<file path="src/rtl/esc_pkg.sv">
// Shared states, escape command codes and trigger bit indices for the escape-mode receiver.
package esc_pkg;

  typedef enum logic [2:0] {
    ST_IDLE,
    ST_CMD,
    ST_LPDT,
    ST_ULPS,
    ST_WAIT_EXIT
  } esc_state_e;

  localparam logic [7:0] CMD_LPDT     = 8'hE1;
  localparam logic [7:0] CMD_ULPS     = 8'h1E;
  localparam logic [7:0] CMD_TRIG_RST = 8'h62;
  localparam logic [7:0] CMD_TRIG3    = 8'h5D;
  localparam logic [7:0] CMD_TRIG4    = 8'h21;
  localparam logic [7:0] CMD_TRIG5    = 8'hA0;

  localparam int NUM_TRIG     = 4;
  localparam int TRIG_RST_IDX = 0;
  localparam int TRIG3_IDX    = 1;
  localparam int TRIG4_IDX    = 2;
  localparam int TRIG5_IDX    = 3;

  // Maps an RxTriggerEsc bit position to the command byte that fires it.
  function automatic logic [7:0] trig_code(input int idx);
    logic [7:0] code;
    code = 8'h00;
    case (idx)
      TRIG_RST_IDX: code = CMD_TRIG_RST;
      TRIG3_IDX:    code = CMD_TRIG3;
      TRIG4_IDX:    code = CMD_TRIG4;
      TRIG5_IDX:    code = CMD_TRIG5;
      default:      code = 8'h00;
    endcase
    return code;
  endfunction

endpackage

</file>
<file path="src/rtl/esc_cmd_decode.sv">
// Purely combinational classification of an escape entry command byte.
module esc_cmd_decode
  import esc_pkg::*;
#(
  parameter int CMD_W = 8
) (
  input  logic [CMD_W-1:0]    data_i,
  output logic                is_lpdt_o,
  output logic                is_ulps_o,
  output logic [NUM_TRIG-1:0] trig_o,
  output logic                invalid_o
);

  assign is_lpdt_o = (data_i == CMD_W'(CMD_LPDT));
  assign is_ulps_o = (data_i == CMD_W'(CMD_ULPS));

  genvar gi;
  generate
    for (gi = 0; gi < NUM_TRIG; gi++) begin : g_trig
      assign trig_o[gi] = (data_i == CMD_W'(trig_code(gi)));
    end
  endgenerate

  assign invalid_o = !(is_lpdt_o || is_ulps_o || (|trig_o));

endmodule

</file>
<file path="src/rtl/esc_rx_ctrl.sv">
// Escape-mode receive controller: command decode, LPDT byte delivery, ULPS/trigger flags, errors.
// Optional CMD-state byte timeout is enabled by defining ESC_CMD_TIMEOUT_EN.
module esc_rx_ctrl
  import esc_pkg::*;
#(
  parameter int CMD_W       = 8,
  parameter int TIMEOUT_CYC = 64
) (
  input  logic                RxClkEsc,
  input  logic                Rst,
  input  logic                EscEntry,
  input  logic                EscExit,
  input  logic                DesValid,
  input  logic [CMD_W-1:0]    DesData,
  output logic                EscDeserEn,
  output logic                RxLpdtEsc,
  output logic                RxUlpsEsc,
  output logic [NUM_TRIG-1:0] RxTriggerEsc,
  output logic                RxValidEsc,
  output logic [CMD_W-1:0]    RxDataEsc,
  output logic                ErrEsc,
  output logic                ErrSyncEsc
);

  esc_state_e          state_q, state_d;
  logic [2:0]          bit_cnt_q, bit_cnt_d;
  logic [NUM_TRIG-1:0] trig_q, trig_d;
  logic                valid_q, valid_d;
  logic [CMD_W-1:0]    data_q, data_d;
  logic                err_q, err_d;
  logic                err_sync_q, err_sync_d;

  logic                dec_lpdt;
  logic                dec_ulps;
  logic [NUM_TRIG-1:0] dec_trig;
  logic                dec_invalid;

  esc_cmd_decode #(
    .CMD_W (CMD_W)
  ) u_cmd_decode (
    .data_i    (DesData),
    .is_lpdt_o (dec_lpdt),
    .is_ulps_o (dec_ulps),
    .trig_o    (dec_trig),
    .invalid_o (dec_invalid)
  );

  // Mode outputs follow the state register so they drop on the same edge that returns to IDLE.
  assign EscDeserEn   = (state_q == ST_CMD) || (state_q == ST_LPDT);
  assign RxLpdtEsc    = (state_q == ST_LPDT);
  assign RxUlpsEsc    = (state_q == ST_ULPS);
  assign RxTriggerEsc = trig_q;
  assign RxValidEsc   = valid_q;
  assign RxDataEsc    = data_q;
  assign ErrEsc       = err_q;
  assign ErrSyncEsc   = err_sync_q;

  assign bit_cnt_d = (!EscDeserEn || DesValid) ? 3'd0 : bit_cnt_q + 3'd1;

`ifdef ESC_CMD_TIMEOUT_EN
  localparam int TMO_W = (TIMEOUT_CYC > 1) ? $clog2(TIMEOUT_CYC) : 1;
  localparam logic [TMO_W-1:0] TMO_LAST = TMO_W'(TIMEOUT_CYC - 1);

  logic [TMO_W-1:0] tmo_cnt_q, tmo_cnt_d;

  always_ff @(posedge RxClkEsc) begin
    if (Rst) begin
      tmo_cnt_q <= '0;
    end else begin
      tmo_cnt_q <= tmo_cnt_d;
    end
  end
`endif

  always_comb begin
    state_d    = state_q;
    trig_d     = '0;
    valid_d    = 1'b0;
    data_d     = data_q;
    err_d      = 1'b0;
    err_sync_d = 1'b0;
`ifdef ESC_CMD_TIMEOUT_EN
    tmo_cnt_d  = '0;
`endif
    case (state_q)
      ST_IDLE: begin
        if (EscEntry) begin
          state_d = ST_CMD;
        end
      end
      ST_CMD: begin
        if (EscExit) begin
          state_d = ST_IDLE;
        end else if (DesValid) begin
          if (dec_lpdt) begin
            state_d = ST_LPDT;
          end else if (dec_ulps) begin
            state_d = ST_ULPS;
          end else if (dec_invalid) begin
            err_d   = 1'b1;
            state_d = ST_WAIT_EXIT;
          end else begin
            trig_d  = dec_trig;
            state_d = ST_WAIT_EXIT;
          end
        end
`ifdef ESC_CMD_TIMEOUT_EN
        else if (tmo_cnt_q == TMO_LAST) begin
          err_d   = 1'b1;
          state_d = ST_WAIT_EXIT;
        end else begin
          tmo_cnt_d = tmo_cnt_q + 1'b1;
        end
`endif
      end
      ST_LPDT: begin
        // A byte arriving with the exit is incomplete as far as the link is concerned.
        if (EscExit) begin
          state_d    = ST_IDLE;
          err_sync_d = DesValid || (bit_cnt_q != 3'd0);
        end else if (DesValid) begin
          valid_d = 1'b1;
          data_d  = DesData;
        end
      end
      ST_ULPS, ST_WAIT_EXIT: begin
        if (EscExit) begin
          state_d = ST_IDLE;
        end
      end
      default: begin
        state_d = ST_IDLE;
      end
    endcase
  end

  always_ff @(posedge RxClkEsc) begin
    if (Rst) begin
      state_q    <= ST_IDLE;
      bit_cnt_q  <= '0;
      trig_q     <= '0;
      valid_q    <= 1'b0;
      data_q     <= '0;
      err_q      <= 1'b0;
      err_sync_q <= 1'b0;
    end else begin
      state_q    <= state_d;
      bit_cnt_q  <= bit_cnt_d;
      trig_q     <= trig_d;
      valid_q    <= valid_d;
      data_q     <= data_d;
      err_q      <= err_d;
      err_sync_q <= err_sync_d;
    end
  end

endmodule

</file>
<file path="config.mk">
export PLATFORM = sky130hd
export DESIGN_NAME = esc_rx_ctrl
export DESIGN_NICKNAME = d
export VERILOG_FILES = /design/src/rtl/esc_pkg.sv /design/src/rtl/esc_cmd_decode.sv /design/src/rtl/esc_rx_ctrl.sv
export SDC_FILE = /design/constraint.sdc
export NUM_CORES = 1
export LEC_CHECK = 0
export ABC_CLOCK_PERIOD_IN_PS = 1950
export CORE_ASPECT_RATIO = 0.6
export CORE_MARGIN = 1
export CORE_UTILIZATION = 44
export DETAILED_ROUTE_END_ITERATION = 7
export MAX_ROUTING_LAYER = met4
export PLACE_DENSITY = 0.78
export SETUP_SLACK_MARGIN = 0.1
export SYNTH_ARGS = -nofsm -noshare
export SYNTH_HDL_FRONTEND = slang
export SYNTH_SLANG_ARGS = --single-unit
</file>
<file path="constraint.sdc">
create_clock -name RxClkEsc -period 1.95 [get_ports RxClkEsc]
set_input_delay 0.39 -clock RxClkEsc [delete_from_list [all_inputs] [get_ports RxClkEsc]]
set_output_delay 0.39 -clock RxClkEsc [all_outputs]
set_load 0.1 [all_outputs]
</file>
# After elaboration in Yosys (flattened, before gate mapping)
# Index checks and enable logic that the tools add are counted.
[totals]
regBits = 21
[classes]
add_sub_neg = 1
eq_ne = 13
n_mux = 9
bitwise = 5
n_reduce_logical = 17
[ops]
columns = ["cell", "count"]
rows = [
  ["3-bit 2-to-1 mux", 6],
  ["8-bit by 7-bit equality test with 1-bit output, second input constant", 2],
  ["8-bit equality test, second input constant", 2],
  ["3-bit case mux with 3 select lines", 1],
  ["3-bit OR reduction", 3],
  ["8-bit by 5-bit equality test with 1-bit output, second input constant", 1],
  ["8-bit by 6-bit equality test with 1-bit output, second input constant", 1],
  ["7-bit OR reduction", 1],
  ["3-bit by 2-bit equality test with 1-bit output, second input constant", 2],
  ["3-bit AND reduction", 2],
  ["6-bit OR reduction", 1],
  ["1-bit logical OR", 5],
  ["1-bit NOT", 5],
  ["4-bit OR reduction", 1],
  ["3-bit by 1-bit adder with 3-bit output, second input constant", 1],
  ["3-bit by 1-bit equality test with 1-bit output, second input constant", 1],
  ["3-bit equality test, second input constant", 1],
  ["3-bit logical NOT", 1],
  ["3-bit != test, second input constant", 1],
  ["3-bit nonzero test", 1],
  ["1-bit 2-to-1 mux", 2],
  ["2-bit by 1-bit != test with 1-bit output, second input constant", 1],
  ["2-bit != test, second input constant", 1],
  ["2-bit OR reduction", 1],
  ["1-bit logical NOT", 1],
]

# Depth between registers and ports, before layout
[depth]
depth_word = 6
mapped_depth = 5
mapped_depth_nobuf = 5

# Cells and area by module
# A second synthesis with hierarchy kept.
[hier_totals]
cells_unflattened = 105
hier_area_um2 = 1017.2
[by_module_without_submodules]
columns = ["mod", "n_inst", "cells_per_inst", "area_each_um2", "seq_area_each_um2"]
rows = [
  ["esc_rx_ctrl", 1, 87, 860.8, 420.4],
  ["esc_cmd_decode", 1, 18, 156.4, 0.0],
]

# Least setup slack after synthesis
# No wires, ideal clock.
[synth_path]
kind = "register to output"
start = "reg state_q[0]"
end = "out EscDeserEn"
arrival_time_ns = 1.815
required_ns = 1.560
path_slack_ns = -0.255
stages_incl_launch_ff = 3
n_path_buf = 0
cell_sequence = "dfxtp_1 xnor2_1 nor2_1"
[synth_via]
elab_chain_cells = 2
word_cells_on_any_way = 3
[synth_rtl]
columns = ["item", "line", "text"]
rows = [
  ["start: declaration", "esc_rx_ctrl.sv:25", "esc_state_e state_q, state_d;"],
  ["start signal: assignment", "esc_rx_ctrl.sv:147", "state_q <= state_d;"],
  ["3-bit by 1-bit equality test with 1-bit output or 3-bit by 2-bit equality test with 1-bit output (tied branches)", "esc_rx_ctrl.sv:49", "assign EscDeserEn = (state_q == ST_CMD) || (state_q == ST_LPDT);"],
  ["1-bit logical OR (*)", "esc_rx_ctrl.sv:49", ""],
  ["end: declaration", "esc_rx_ctrl.sv:15", "output logic EscDeserEn,"],
]
# Every way passes the cells marked *; elsewhere a longest branch is shown, timed or not.

# Worst setup path in the final report
[layout_path]
start = "reg state_q[2]"
end = "out RxLpdtEsc"
[layout_via]
elab_chain_cells = 1
[layout_rtl]
columns = ["item", "line", "text"]
rows = [
  ["3-bit by 2-bit equality test with 1-bit output", "esc_rx_ctrl.sv:50", "assign RxLpdtEsc = (state_q == ST_LPDT);"],
  ["end: declaration", "esc_rx_ctrl.sv:16", "output logic RxLpdtEsc,"],
]
# No other way between the ends.

==> results summary <==
The summed instance area of the synthesized netlist came out at 955.9 um^2. In the global route stage, overall resource usage came out at between 20% and 30%. The arrival time at the worst endpoint is 1.42 ns.

The total nets after synthesis is between 100 and 150. The horizontal extent of the die came out at 62.18 um. The fraction of the cycle the final worst path needs came out at 92.68%. The headroom to the max-slew limit is between 60 and 70%. The number of standard cells in the final layout excluding fillers came out at 179.

The initial core utilization came out at about half. Among cell families on the critical path, the largest total delay comes from simple AND/OR/NAND/NOR gates. The die footprint is between 2000 and 2500 um^2.

The tree is rooted in a clkbuf_4. The number of gates on the worst path with buffers counted is 3. The per-cell routed wire length is 14.30 um. Setup violations remaining at the end of the flow were counted as 0. The number of buffers inserted by hold repair at cts is 0. The cell type contributing the most total cell area after synthesis is dfxtp_1. After synthesis, the cell types taking the most area are dfxtp_1 44%, mux2i_1 8.4%, nor2_1 7.1%.

Among all flip-flop cells after synthesis, the most frequent one is dfxtp_1. The internal reg-to-reg setup slack came out at 0.35 ns. The clock-pin slew on the worst setup and hold paths came out at approximately 0.11 ns. The post-route worst hold slack came out at ~0.47 ns. The register bit count reported by yosys is 21.

The highest clock frequency the design can meet is 0.5533 GHz. The detailed-route DRC error count is 0. Synthesis handed over a netlist of 102 instances. The hold-critical path depth is 1.

The max-slew violation total from the final report is 0. In this run the number of H-tree levels came out at 1. The number of buffers and inverters on the critical path came out at 2. The overflow left after global routing is 0.

The run finished with clean final reports. Walking the worst path, the cells encountered are or3b_4 > inv_2 > buf_12. The area growth from synthesis to layout is 51.05%. The switching power as a share of total power came out at 25.71%. The worst path needs 1.807 ns of the cycle, external delays included. The half-perimeter wire length after placement is 2.106 mm. The switching power is 0.1968 mW. The clock reaches the later pin of the worst-skew pair after 0.31 ns. The count of buffers from port buffering is 30. 0 antenna diodes ended up in the layout. The endpoint required time on the critical path is 1.56 ns. The wire length of the first global-routing pass is ~4.3 mm. At the end of routability-driven placement, the weighted congestion stood at around 0.85. The depth of the most critical reg-to-reg path came out at 4. The path class of the tightest hold or removal check is reg2reg. The class of the most critical setup path is reg2out. The total CTS buffers is 3.

Internal power comes to around 0.57 mW. The endpoint of the worst setup timing path is RxLpdtEsc. The average size of a mapped cell came out at 9.372 um^2. The Yosys step of the flow raised 0 warnings.

In this run, synthesis inferred 0 flip-flops with an integrated enable. The cell at the slowest stage of the critical path is or3b_4. The destination of the worst register-to-register timing path is RxTriggerEsc[2].

The filler cell count in the final layout came out at 143. The most critical setup path has its startpoint at state_q[2]. The remaining antenna violation count after routing came out at 0.

Of all nets on the critical path, the largest fanout is 7. Counting every sink on the clock net gives 21. Of all flip-flops after synthesis, the portion carrying an async set or reset was 0%. The number of buffers on the longest clock path came out at 2. VDD sags by at most around 0.31 mV. The first TritonRoute pass finished after 4 iterations. For this run, the post-layout net count is 167.

Setup repair after global routing left no endpoint under its margin. The transition time at the pin with the least slew margin came out at 0.4470 ns. Synthesis instantiated 35 different standard cells from the library. The die height is 38.11 um. The via count of the first global-routing pass came out at between 800 and 900. Entering global routing, the biggest net connects 13 pins.

The core footprint came out at 1937 um^2. The number of buffers inserted to repair setup after CTS came out at 0. The clock network is responsible for a little over a quarter of the overall power. For this run, the register share of the synthesized area comes to 43.98%.

On the worst path, the slowest cell contributes a delay of 0.43 ns. The mean number of vias per cell came out at 5.263. The row count is 12. The fraction of layout cells with a size suffix above 1 is 33.11%. The area share of the largest cell type after synthesis is around 44%. The standby leakage power came out at 0.6929 nW. Across the run, the number of max-cap violations was 0. For the final database, setup skew stands at about 0.0027 ns. The combinational share of power is 16.2%. The hold violation count in the final report is 0. The sort of element at the end of the critical path is an output pin.

The portion of total power attributed to sequential cells is 56.8%. Setup total negative slack on the finished layout was measured at 0 ns. Once placement completed, the tool counted placed cells totaling 175. STA classifies the critical path startpoint as a flip-flop. The initial antenna violation count came out at 0. The starting DRC count in detailed routing came out at 39. After detailed routing, the total wire length is 2.560 mm. In this run the power density over the cells is 530.1 nW/um^2. TritonCTS built the clock tree.

The startpoint identified for the worst register-to-register timing path is state_q[2]. The via total after detailed routing came out at 942. Pin placement for this block handled 31 I/O pins.
## cell usage after synthesis, types with 2 or more instances
cell / count
xnor2_1: 2
dfxtp_1: 21
nand3_1: 3
nor3_1: 3
ha_1: 2
a21oi_1: 2
nor2b_1: 3
mux2i_1: 8
nand4b_1: 2
inv_1: 8
and4_1: 4
nand2b_1: 2
nand2_1: 3
nor2_1: 18
## through the flow
step           total power [mW]  area, um^2  setup slack, ns  utilization, %
4_1_cts                  0.7747        1438           0.1139           74.22
2_1_floorplan            0.4926       960.9           0.1113               -
5_1_grt                  0.8001        1444           0.1012           74.55
3_3_place_gp             0.5648        1405          0.02667           72.55
3_5_place_dp             0.5687        1405         -0.06879           72.55
6_report                 0.7653        1444           0.1427           74.55
## worst min path at each step
stage	start	endpoint	slack (ns)
2_1_floorplan	bit_cnt_q[0]	bit_cnt_q[0]	0.42
3_3_place_gp	bit_cnt_q[0]	bit_cnt_q[0]	0.43
3_5_place_dp	bit_cnt_q[0]	bit_cnt_q[0]	0.45
4_1_cts	bit_cnt_q[0]	bit_cnt_q[0]	0.47
5_1_grt	bit_cnt_q[0]	bit_cnt_q[0]	0.49
6_report	bit_cnt_q[0]	bit_cnt_q[0]	0.47
## power by group through the flow
stage / Sequential, mW / Combinational [mW] / Clock (mW)
global placement: 0.446 / 0.118 / 0
CTS: 0.437 / 0.122 / 0.215
global route: 0.436 / 0.134 / 0.231
finish: 0.435 / 0.124 / 0.206
detailed placement: 0.447 / 0.122 / 0
floorplan: 0.448 / 0.0443 / 0
## layer usage
layer	GRT usage, %	vias up	share of wire (%)
li1	-	462	-
met1	31.28	439	48
met2	40.93	32	44
met3	8.036	9	5.9
met4	15.70	0	2.5
met5	-	-	0
## cells in the final DEF (no fill, tap or decap), types with 2 or more instances in the layout
cell type / count
nor3_1: 3
nand4b_1: 2
buf_12: 3
ha_1: 2
clkbuf_4: 3
dfxtp_4: 2
buf_4: 31
xnor2_1: 2
and4_1: 4
inv_1: 8
nand2_1: 3
mux2i_1: 8
nand3_1: 3
nor2_1: 16
nand2b_1: 2
clkdlybuf4s50_1: 12
dfxtp_1: 18
a21oi_1: 2
nor2b_1: 3
nor2_2: 2
## timing repair
item | CTS | global route
endpoints found under the hold margin | 0 | 0
gates resized for setup | 3 | 3
gates cloned | 0 | 0
endpoints found under the setup margin | 1 | 1
## cell families (layout without fill, tap and decap cells)
kind of cell	count (synthesis)	after routing	synth area share [%]
AND/OR/NAND/NOR	47	47	28.80
buffers and inverters	10	59	3.926
multiplexers	9	9	9.555
XOR/XNOR	3	3	2.749
adder cells (fa/ha/maj)	2	2	2.617
flip-flops	21	21	43.98
AO/OA/AOI/OAI	10	10	8.378
## sequential cells by signal, summed over array words and instances, names as in the netlist
register      cells
RxTriggerEsc      4
RxDataEsc         8
ErrSyncEsc        1
RxValidEsc        1
bit_cnt_q         3
state_q           3
ErrEsc            1
## final cells by class
class | instances | area, um^2 | area share (%)
Clock buffer | 3 | 22.52 | 1.560
Clock inverter | 1 | 5.005 | 0.3466
Inverter | 9 | 33.78 | 2.340
Multi-Input combinational cell | 71 | 505.5 | 35.01
Sequential cell | 21 | 429.2 | 29.72
Tap cell | 28 | 35.03 | 2.426
Timing Repair Buffer | 46 | 412.9 | 28.60
No activity file was read; power rests on OpenSTA's default activity.
